### src/rtl/mux_2x1_rr_arbiter.sv
// Round-robin arbiter driving a shared 2:1 mux with a registered output stage.
// A burst counter limits how many consecutive words one requester may push.
module mux_2x1_rr_arbiter #(
   parameter int DATA_W    = 8,
   parameter int BURST_LEN = 4
) (
   input  logic              clk,
   input  logic              rst_n,
   input  logic              in_0_valid,
   input  logic [DATA_W-1:0] in_0_data,
   output logic              in_0_ready,
   input  logic              in_1_valid,
   input  logic [DATA_W-1:0] in_1_data,
   output logic              in_1_ready,
   output logic              mux_out_valid,
   output logic [DATA_W-1:0] mux_out_data,
   input  logic              mux_out_ready,
   output logic              sel
);

   localparam int CNT_W = $clog2(BURST_LEN) + 1;
   localparam logic [CNT_W-1:0] CNT_LAST = CNT_W'(BURST_LEN - 1);

   typedef enum logic [1:0] {
      IDLE,
      OWN0,
      OWN1
   } state_t;

   state_t           state;
   state_t           state_nxt;
   logic [CNT_W-1:0] burst_cnt;
   logic [CNT_W-1:0] cnt_nxt;
   logic             last_grant;
   logic             last_nxt;
   logic             out_free;
   logic             acc_0;
   logic             acc_1;

   assign out_free   = !mux_out_valid || mux_out_ready;
   assign in_0_ready = (state == OWN0) && out_free;
   assign in_1_ready = (state == OWN1) && out_free;
   assign acc_0      = in_0_valid && in_0_ready;
   assign acc_1      = in_1_valid && in_1_ready;

   // A stalled owner (valid but no accept) falls through every branch and holds.
   always_comb begin
      state_nxt = state;
      cnt_nxt   = burst_cnt;
      last_nxt  = last_grant;
      case (state)
         IDLE: begin
            cnt_nxt = '0;
            if (in_0_valid && in_1_valid) begin
               state_nxt = last_grant ? OWN0 : OWN1;
            end else if (in_0_valid) begin
               state_nxt = OWN0;
            end else if (in_1_valid) begin
               state_nxt = OWN1;
            end
         end
         OWN0: begin
            if (!in_0_valid) begin
               last_nxt  = 1'b0;
               cnt_nxt   = '0;
               state_nxt = in_1_valid ? OWN1 : IDLE;
            end else if (acc_0) begin
               if (burst_cnt == CNT_LAST) begin
                  cnt_nxt = '0;
                  if (in_1_valid) begin
                     state_nxt = OWN1;
                     last_nxt  = 1'b0;
                  end
               end else begin
                  cnt_nxt = burst_cnt + CNT_W'(1);
               end
            end
         end
         OWN1: begin
            if (!in_1_valid) begin
               last_nxt  = 1'b1;
               cnt_nxt   = '0;
               state_nxt = in_0_valid ? OWN0 : IDLE;
            end else if (acc_1) begin
               if (burst_cnt == CNT_LAST) begin
                  cnt_nxt = '0;
                  if (in_0_valid) begin
                     state_nxt = OWN0;
                     last_nxt  = 1'b1;
                  end
               end else begin
                  cnt_nxt = burst_cnt + CNT_W'(1);
               end
            end
         end
         default: begin
            state_nxt = IDLE;
            cnt_nxt   = '0;
         end
      endcase
   end

   // sel follows the owning requester and keeps its last value while idle.
   always_ff @(posedge clk or negedge rst_n) begin
      if (!rst_n) begin
         state      <= IDLE;
         burst_cnt  <= '0;
         last_grant <= 1'b1;
         sel        <= 1'b0;
      end else begin
         state      <= state_nxt;
         burst_cnt  <= cnt_nxt;
         last_grant <= last_nxt;
         if (state_nxt == OWN1) begin
            sel <= 1'b1;
         end else if (state_nxt == OWN0) begin
            sel <= 1'b0;
         end
      end
   end

   always_ff @(posedge clk or negedge rst_n) begin
      if (!rst_n) begin
         mux_out_valid <= 1'b0;
         mux_out_data  <= '0;
      end else if (acc_0) begin
         mux_out_valid <= 1'b1;
         mux_out_data  <= in_0_data;
      end else if (acc_1) begin
         mux_out_valid <= 1'b1;
         mux_out_data  <= in_1_data;
      end else if (mux_out_ready) begin
         mux_out_valid <= 1'b0;
      end
   end

endmodule

### config.mk
export PLATFORM = sky130hd
export DESIGN_NAME = mux_2x1_rr_arbiter
export DESIGN_NICKNAME = d
export VERILOG_FILES = /design/src/rtl/mux_2x1_rr_arbiter.sv
export SDC_FILE = /design/constraint.sdc
export NUM_CORES = 1
export LEC_CHECK = 0
export ABC_AREA = 1
export BUFFER_PORTS_ARGS = -buffer_cell sky130_fd_sc_hd__buf_2
export CORE_MARGIN = 2
export CORE_UTILIZATION = 49
export CTS_BUF_LIST = sky130_fd_sc_hd__clkbuf_4 sky130_fd_sc_hd__clkbuf_8 sky130_fd_sc_hd__clkbuf_16
export CTS_CLUSTER_SIZE = 28
export DETAILED_ROUTE_END_ITERATION = 12
export GPL_TIMING_DRIVEN = 0
export PLACE_DENSITY = 0.77
export SLEW_MARGIN = 10
export SYNTH_ARGS = -nofsm -noshare
export SYNTH_HDL_FRONTEND = slang
export SYNTH_SLANG_ARGS = --single-unit
### constraint.sdc
create_clock -name clk -period 2.6 [get_ports clk]
set_input_delay 0.78 -clock clk [delete_from_list [all_inputs] [get_ports clk]]
set_output_delay 0.78 -clock clk [all_outputs]
set_load 0.01 [all_outputs]
=== Word level (Yosys, flattened, before mapping) ===
Index checks and enable logic that the tools add are counted.

* Flip-flop bits (word level): 16
* Input port bits: 21
* Output and inout bits: 12
* Word-level logic and storage cells: 68

* Add/subtract/negate cells: 1
* Eq/ne operators: 11
* Mux-type cells: 36
* Reductions and logical operators: 14

{| class="wikitable"
|+ Operators by type and width
! kind !! count
|-
| 2-to-1 mux 2 bit || 12
|-
| 2-to-1 mux 8 bit || 2
|-
| 2-to-1 mux 3 bit || 5
|-
| 2-to-1 mux 1 bit || 14
|-
| inequality test 3 bit, second input constant || 4
|-
| AND reduction 7 bit || 1
|-
| inequality test 3 x 2 -> 1 bit, second input constant || 2
|-
| one-hot mux 2 bit (3 select lines) || 1
|-
| one-hot mux 3 bit (2 select lines) || 1
|-
| nonzero test 2 bit || 3
|-
| logical AND 1 bit || 5
|-
| equality test 2 x 1 -> 1 bit, second input constant || 2
|-
| equality test 2 bit, second input constant || 2
|-
| adder 3 x 1 -> 3 bit, second input constant || 1
|-
| equality test 3 x 2 -> 1 bit, second input constant || 1
|-
| nonzero test 3 bit || 1
|-
| zero test 2 bit || 1
|-
| one-hot mux 1 bit (2 select lines) || 1
|-
| AND reduction 2 bit || 1
|-
| zero test 1 bit || 1
|-
| logical OR 1 bit || 1
|}

=== Longest topological paths before layout ===
Gate-level depths: netlist of run 1.

* Depth after elaboration: 10
* Gate-level depth with buffers: 12
* Depth with buffers taken out: 12

=== Worst setup path after synthesis of run 1 ===
OpenSTA, ideal clock, no wires.

* Path kind: input -> register
* From: in in_0_valid
* To: reg sel
* Arrival time: 1.898 ns
* Data required time: 2.475 ns
* Slack: 0.577 ns
* Stages: 10
* Buffers on the path: 1
* Cells stage by stage: nand2_2 -> inv_1 -> buf_6 -> nand2_1 -> nor2_1 -> nor2_2 -> nand2_1 -> nand2_1 -> ha_1 -> mux2_2

* Cells in the longest elaborated chain, start to end: 7
* Elaborated cells on any way between the ends: 16
* Those cells by class: eq/ne: 2; mux: 11; reduce/logical: 3

{| class="wikitable"
|+ Ends and longest elaborated chain
! element !! RTL line !! RTL
|-
| start, declared || 9 || <nowiki>input logic in_0_valid,</nowiki>
|-
| 2-to-1 mux 2 bit || 87 || <nowiki>if (in_0_valid) begin</nowiki>
|-
| 2-to-1 mux 2 bit || 85 || <nowiki>if (burst_cnt == CNT_LAST) begin</nowiki>
|-
| 2-to-1 mux 2 bit || 84 || <nowiki>end else if (acc_1) begin</nowiki>
|-
| 2-to-1 mux 2 bit || 80 || <nowiki>if (!in_1_valid) begin</nowiki>
|-
| one-hot mux 2 bit (3 select lines) (*) || 51 || <nowiki>case (state)</nowiki>
|-
| equality test 2 bit / equality test 2 x 1 -> 1 bit (equally long branches) || 114, 116 ||
|-
| 2-to-1 mux 1 bit / nonzero test 2 bit (equally long branches) || - ||
|-
| end signal, assigned || 109 || <nowiki>sel <= 1'b0;</nowiki>
|-
| end signal, assigned || 115 || <nowiki>sel <= 1'b1;</nowiki>
|-
| end signal, assigned || 117 || <nowiki>sel <= 1'b0;</nowiki>
|-
| end, declared || 18 || <nowiki>output logic sel</nowiki>
|}

Mark *: on every way between the ends. The rest lies on a longest branch, timed or not.
A chain may end at the register's enable or synchronous reset.

=== Worst setup path in the final report of run 1 ===
* From: in mux_out_ready
* To: out in_1_ready

* Cells in the longest elaborated chain, start to end: 2

{| class="wikitable"
|+ Ends and longest elaborated chain
! element !! RTL line !! RTL
|-
| start, declared || 17 || <nowiki>input logic mux_out_ready,</nowiki>
|-
| logical OR 1 bit || 40 || <nowiki>assign out_free = !mux_out_valid || mux_out_ready;</nowiki>
|-
| logical AND 1 bit || 42 || <nowiki>assign in_1_ready = (state == OWN1) && out_free;</nowiki>
|-
| end, declared || 14 || <nowiki>output logic in_1_ready,</nowiki>
|}

Every way passes these cells.

==> results of run 1 <==
[flip-flops by register name (all words and copies together), names as in the netlist]
signal,cells
burst_cnt,3
state,2
mux_out_valid,1
sel,1
last_grant,1
mux_out_data,8
[kinds of logic (layout without fill, tap and decap cells)]
logic type	count (synthesis)	count (layout)	synth area share, %
muxes	1	1	1.10
AOI/OAI and AO/OA	38	38	19.3
adders and majority gates	6	6	7.33
buffers and inverters	19	55	9.65
DFF	16	16	39.2
and+or+nand+nor	50	50	23.4
[worst min-delay path by stage]
stage | cells past startpoint | startpoint | end | slack [ps]
floorplan | 2 | last_grant | last_grant | 470
global placement | 2 | mux_out_data[7] | mux_out_data[7] | 470
detailed placement | 2 | mux_out_data[7] | mux_out_data[7] | 470
CTS | 1 | rst_n | state[0] | 410
global route | 1 | rst_n | state[0] | 420
finish | 1 | rst_n | state[0] | 390
[cells in the final DEF (no fill, tap or decap)]
master / count
buf_2: 32
clkinv_8: 1
mux2_2: 1
o21ai_1: 15
clkbuf_4: 3
nor2_1: 14
a21oi_2: 1
o21ai_2: 1
ha_1: 6
o21ai_0: 5
nor2_2: 1
nand4_1: 1
nand3_1: 5
nand2_8: 1
nand2_1: 24
nand2_4: 3
dfrtp_1: 15
inv_1: 15
nand2_2: 1
dfstp_2: 1
a21oi_1: 16
clkbuf_8: 1
buf_6: 2
clkbuf_1: 1
[layout make-up]
cell class                 count  area [um^2]
buffer                         3         26.3
clock buffer                   4         36.3
fill                         186          707
inverter                      16         72.6
multi-input combinational     95          524
sequential                    16          402
tap                           27         33.8
timing repair buffer          32          160
[worst max-delay path, stage by stage]
cell    delay (ps)
buf_2          110
nor2_1         300
nor2_1          70
buf_2          150
[routing by layer]
layer / track usage, % / routed length, um / share of wire, % / vias to the layer above
met3: 2.42 / 104 / 4.9 / 2
met1: 24.6 / 967 / 45 / 446
li1: - / - / - / 495
met2: 35.1 / 1050 / 49 / 26
met4: 5.56 / 14 / 0.65 / 0
met5: 0 / 0 / 0 / -
[power by group]
part	total, mW	switching [mW]	internal, mW
logic	0.639	0.375	0.265
clock network	0.163	0.0778	0.0851
registers	0.423	0.0714	0.351
total	1.23	0.524	0.701
==> summary.md, run 1 <==
| Metric | Value |
|---|---|
| Die extent in x | `49.7 um` |
| Share of cells above drive strength 1 | `29.5%` |
| Initial antenna violation count | `0` |
| # DRC | `0` |
| Place WS | `317 ps` |
| Diodes inserted | `0` |
| TritonRoute pass-1 iters | `4` |
| Critical path arrival | `1400 ps` |
| Die ar. | `2470 um^2` |
| Final Total Pwr | `1.23 mW` |
| Crit path to | `in_1_ready` |
| Skew-Pair Late Insertion Delay | `280 ps` |
| Core area | `1960 um^2` |
| GRT Total Usage | `19.6%` |
| Post_cts resized | `0` |
| CTS sink cnt | `16` |
| Worst slew margin | `71.7%` |
| Final WL | `2.14 mm` |
| Share of the synthesized area in the top cell type | `36.6%` |
| Setup-failing EPs final | `0` |
| Final hold slack | `393 ps` |
| Initial Util | `52.2%` |
| Die Y | `49.7 um` |
| Critical path startpoint category | `primary input` |
| Placer Congestion | `0.845` |
| Wirelength per Cell | `11.1 um` |
| Max Slew Vio Count | `0` |
| Dominant cell by count in the synthesized netlist | `nand2_1` |
| Final worst-path cycle share | `84.0%` |
| CP endpoint kind | `output port` |
| Row count | `16` |
| Fmax | `458 MHz` |
| Sequential fraction of the synthesis area | `39.2%` |
| Post-route core utilization | `64.0%` |
| Global-route wire length before repair | `3.82 mm` |
| CTS tree | `done` |
| Number of synthesized flops with an enable pin | `0` |
| # H-tree levels | `1` |
| Most common flop cell mapped by yosys | `dfrtp_1` |
| Ranking of synthesized cells by area | `dfrtp_1, nand2_1, a21oi_1` |
| Crit path kind | `in -> out` |
| Final hold vios | `0` |
| Post-CTS setup buffers | `0` |
| Synth top cells by count | `nand2_1, a21oi_1, dfrtp_1, inv_1, o21ai_1` |
| Count of different cell masters after synthesis | `21` |
| Ys Warns | `0` |
| Synth-to-layout area growth | `22.5%` |
| Post-Synthesis Cells | `130` |
| GRT overflow | `0` |
| Initial DRC count | `23` |
| Post-DP Area | `1220 um^2` |
| Average size of a mapped cell | `7.88 um^2` |
| CTS clk-pin slew, worst paths | `100 ps` |
| Largest net degree at the start of global routing | `17` |
| Ys async rst share | `100%` |
| Max-cap violations | `0` |
| Outcome | `complete, no violations` |
| Reg2reg start | `state[1]` |
| Reg2reg end | `sel` |
| Setup TNS | `0 ps` |
| Static leakage | `0.657 nW` |
| Crit path max fanout | `5` |
| Fin nets | `194` |
| Vias | `969` |
| Cell area after synthesis | `1020 um^2` |
| PD cells | `976 nW/um^2` |
| Placed insts | `189` |
| Post-route cell area | `1250 um^2` |
| Final Skew | `1.64 ps` |
| CP startpoint | `mux_out_ready` |
| # IOs | `33` |
| Vias in the first global route | `932` |
| Synthesized Nets | `157` |
| RSZ-0062 raised after global routing | `no` |
| Worst VDD drop | `0.548 mV` |
| ANT nets after route | `0` |
| Hold/Removal Path Class | `in -> async` |
| Clock Root Buffer | `clkbuf_4` |
| Via-to-Cell Ratio | `5.02` |
| Min Clock Period, post-route | `2180 ps` |
| Num CTS Buffers | `3` |
| Required time of the critical path | `1820 ps` |
| Yosys top cell by area | `dfrtp_1` |
| Synthesized flop and latch total | `16` |
| Worst Tran Pin Value | `424 ps` |
| Final HPWL DP | `1.67 mm` |
| R2R Setup Slk | `500 ps` |
| I/O Buffers | `32` |
| Final std cells w/o fill | `193` |
| Final WS setup | `417 ps` |
| Hold-fix buffers, CTS | `0` |
| Worst r2r path cells | `12` |
| Longest Clk Path Bufs | `2` |
(Power assumes the default switching activity.)
==> run 2: changes to the inputs <==
--- a/config.mk
+++ b/config.mk
@@ -5,10 +5,10 @@
 export SDC_FILE = /design/constraint.sdc
 export NUM_CORES = 1
 export LEC_CHECK = 0
-export ABC_AREA = 1
+export ABC_AREA = 0
 export BUFFER_PORTS_ARGS = -buffer_cell sky130_fd_sc_hd__buf_2
 export CORE_MARGIN = 2
-export CORE_UTILIZATION = 49
+export CORE_UTILIZATION = 48
 export CTS_BUF_LIST = sky130_fd_sc_hd__clkbuf_4 sky130_fd_sc_hd__clkbuf_8 sky130_fd_sc_hd__clkbuf_16
 export CTS_CLUSTER_SIZE = 28
 export DETAILED_ROUTE_END_ITERATION = 12
==> constraint.sdc (replaced) <==
create_clock -name clk -period 2.25 [get_ports clk]
set_input_delay 0.675 -clock clk [delete_from_list [all_inputs] [get_ports clk]]
set_output_delay 0.675 -clock clk [all_outputs]
set_load 0.01 [all_outputs]
==> run 2 against run 1 <==
Net effect: hold slack worse by 110 ps; worst setup slack worse by 340 ps; critical path type is now reg -> reg; register-to-register slack worse by 420 ps; sequential share of layout area is 0.85 points higher; total power is 12% higher; wire length is 13% lower; clock power is 2% higher.
==> summary.md, run 2 <==
| Metric | Value |
|---|---|
| GRT Total Usage | `18.4% (-1.2 points)` |
| Global-route wire length before repair | `3.45 mm (-9.6%)` |
| RSZ-0062 raised after global routing | `no` |
| Post-synthesis simple-gate area fraction | `17.4% (-6.0 points)` |
| Ys Warns | `0 (unchanged)` |
| CTS clk-pin slew, worst paths | `90 ps (about the same)` |
| Crit path max fanout | `5 (unchanged)` |
| I/O Buffers | `32 (unchanged)` |
| Vias in the first global route | `820 (-12%)` |
| Largest registers | `mux_out_data: 8 flops, burst_cnt: 3 flops, state: 2 flops` |
| Synthesized Nets | `124 (-21%)` |
| Required time of the critical path | `2420 ps (+600 ps)` |
| Reg2reg end | `sel` |
| Final Skew | `2.48 ps (+0.838 ps)` |
| Static leakage | `0.643 nW (-2.1%)` |
| Core area | `1920 um^2 (-2.0%)` |
| Fillers | `164 (-12%)` |
| Num CTS Buffers | `3 (unchanged)` |
| Share of cells above drive strength 1 | `42.2% (+13 points)` |
| Wirelength per Cell | `11.5 um (+3.3%)` |
| Die extent in x | `48.6 um (-2.3%)` |
| Adder-cell area share of the yosys netlist | `7.86% (+0.54 points)` |
| ANT nets after route | `0 (unchanged)` |
| Yosys top cell by area | `dfrtp_1` |
| Sequential fraction of the synthesis area | `42.1% (+2.9 points)` |
| Critical path startpoint category | `flip-flop` |
| Setup TNS | `0 ps (unchanged)` |
| Share of the synthesized area in the top cell type | `39.3% (+2.7 points)` |
| Average size of a mapped cell | `9.84 um^2 (+25%)` |
| Cell area after synthesis | `955 um^2 (-6.8%)` |
| Dominant cell by count in the synthesized netlist | `dfrtp_1` |
| Place WS | `-213 ps (-530 ps)` |
| Post-Synthesis Cells | `97 (-25%)` |
| Biggest register | `mux_out_data` |
| Row count | `16 (unchanged)` |
| Die ar. | `2360 um^2 (-4.5%)` |
| Synthesized flop and latch total | `16 (unchanged)` |
| Die Y | `48.6 um (-2.3%)` |
| Longest Clk Path Bufs | `2 (unchanged)` |
| Critical path arrival | `2350 ps (+950 ps)` |
| Synth-to-layout area growth | `28.8%` |
| Final worst-path cycle share | `96.5%` |
| Initial Util | `49.7% (-2.6 points)` |
| Compound-gate portion of the synthesized area | `16.5% (-2.8 points)` |
| Hold/Removal Path Class | `in -> async` |
| Ys async rst share | `100% (unchanged)` |
| Skew-Pair Late Insertion Delay | `280 ps (about the same)` |
| Initial antenna violation count | `0 (unchanged)` |
| Crit path kind | `reg -> reg` |
| CTS sink cnt | `16 (unchanged)` |
| Outcome | `complete, no violations` |
| Fin nets | `163 (-16%)` |
| Worst slew margin | `75.4% (+3.6 points)` |
| R2R Setup Slk | `80 ps (-420 ps)` |
| CTS tree | `done` |
| Commonest non-fill, non-tap cell in the layout | `buf_2` |
| Vias | `827 (-15%)` |
| Largest family of logic cells by synthesized area | `simple AND/OR/NAND/NOR gates` |
| CP endpoint kind | `flip-flop` |
| Ranking of synthesized cells by area | `dfrtp_1, mux2i_1, ha_1` |
| Final WL | `1.86 mm (-13%)` |
| Clock Root Buffer | `clkbuf_4` |
| # IOs | `33 (unchanged)` |
| Initial DRC count | `13 (-43%)` |
| # H-tree levels | `1 (unchanged)` |
| Synth top cells by count | `dfrtp_1, nand2_1, o21ai_0` |
| TritonRoute pass-1 iters | `4 (unchanged)` |
| Number of flip-flops under the largest register name | `8 (unchanged)` |
| Mux contribution to synthesized area | `11.9% (+11 points)` |
| XOR/XNOR Fraction of Synth Area | `0% (unchanged)` |
| Final std cells w/o fill | `162 (-16%)` |
| Final HPWL DP | `1.44 mm (-14%)` |
| Final WS setup | `78.9 ps (-338 ps)` |
| Setup-failing EPs final | `0 (unchanged)` |
| Via-to-Cell Ratio | `5.10 (+1.7%)` |
| Worst VDD drop | `0.596 mV (+8.7%)` |
| Largest net degree at the start of global routing | `17 (unchanged)` |
| Min Clock Period, post-route | `2170 ps` |
| # DRC | `0 (unchanged)` |
| Most common flop cell mapped by yosys | `dfrtp_1` |
| Worst r2r path cells | `7 (-5)` |
| Number of synthesized flops with an enable pin | `0 (unchanged)` |
| Max-cap violations | `0 (unchanged)` |
| PD cells | `1120 nW/um^2 (+15%)` |
| Hold-fix buffers, CTS | `0 (unchanged)` |
| Placed insts | `156 (-17%)` |
| Worst Tran Pin Value | `367 ps (-57.7 ps)` |
| Commonest cells after routing, fill and taps aside | `buf_2, nand2_1, dfrtp_1, o21ai_0, mux2i_1` |
| Final hold vios | `0 (unchanged)` |
| Reg2reg start | `state[0]` |
| Fmax | `461 MHz` |
| Placer Congestion | `0.755 (-11%)` |
| Max Slew Vio Count | `0 (unchanged)` |
| Diodes inserted | `0 (unchanged)` |
| GRT overflow | `0 (unchanged)` |
| Count of different cell masters after synthesis | `33 (+57%)` |
[run 2: area by class of cell]
class,instances,area (um^2),area share [%]
sequential,16,404,32.9
tap,27,33.8,2.75
timing repair buffer,34,175,14.2
multi-input combinational,73,544,44.3
clock buffer,4,30.0,2.44
buffer,4,25.0,2.03
inverter,4,17.5,1.42
[run 2: logic make-up after synthesis]
kind of cell / after synthesis
compound gates: 24
simple gates: 32
mux: 11
flops: 16
buf+inv: 8
fa+ha+maj: 6
[run 2: per-layer routing]
layer / global-route usage (%) / vias up / part of all wire (%)
li1: - / 424 / -
met1: 21.8 / 370 / 45
met2: 31.7 / 29 / 46
met3: 3.70 / 4 / 6.7
met4: 9.05 / 0 / 1.8
met5: 0 / - / 0
[run 2: where the power goes]
part	total (mW)	switching, mW	internal (mW)
logic	0.722	0.382	0.341
registers	0.488	0.0782	0.410
clock network	0.167	0.0856	0.0809
total	1.38	0.545	0.832
[run 2: worst max-delay path by stage]
stage,start,to,cells past startpoint
2_1_floorplan,in_1_valid,sel,7
3_3_place_gp,in_1_valid,sel,8
3_5_place_dp,in_1_valid,sel,8
4_1_cts,state[1],sel,6
5_1_grt,state[0],sel,7
6_report,state[0],sel,7
[run 2: stage by stage]
| stage | hold WS, ps | total power, mW | instance area, um^2 | util, % |
|---|---|---|---|---|
| after floorplan | 379 | 0.941 | 955 | - |
| after global placement | 460 | 1.13 | 1150 | 59.8 |
| after detailed placement | 471 | 1.16 | 1150 | 59.8 |
| after CTS | 290 | 1.35 | 1190 | 62.0 |
| after global routing | 301 | 1.52 | 1230 | 64.0 |
| final | 282 | 1.38 | 1230 | 64.0 |
[run 2: repair_timing]
| action | 4_1_cts | 5_1_grt |
|---|---|---|
| setup buffers | 0 | 2 |
| hold endpoints to repair | 0 | 0 |
| gates resized for setup | 4 | 6 |
| setup endpoints to repair | 1 | 1 |
[run 2: worst max-delay path, stage by stage (launching register included)]
cell and delay (ps):
dfrtp_2 460, inv_4 90, ha_4 160, or3b_4 400
o311ai_4 260, a21oi_2 90, ha_1 290, mux2_2 320
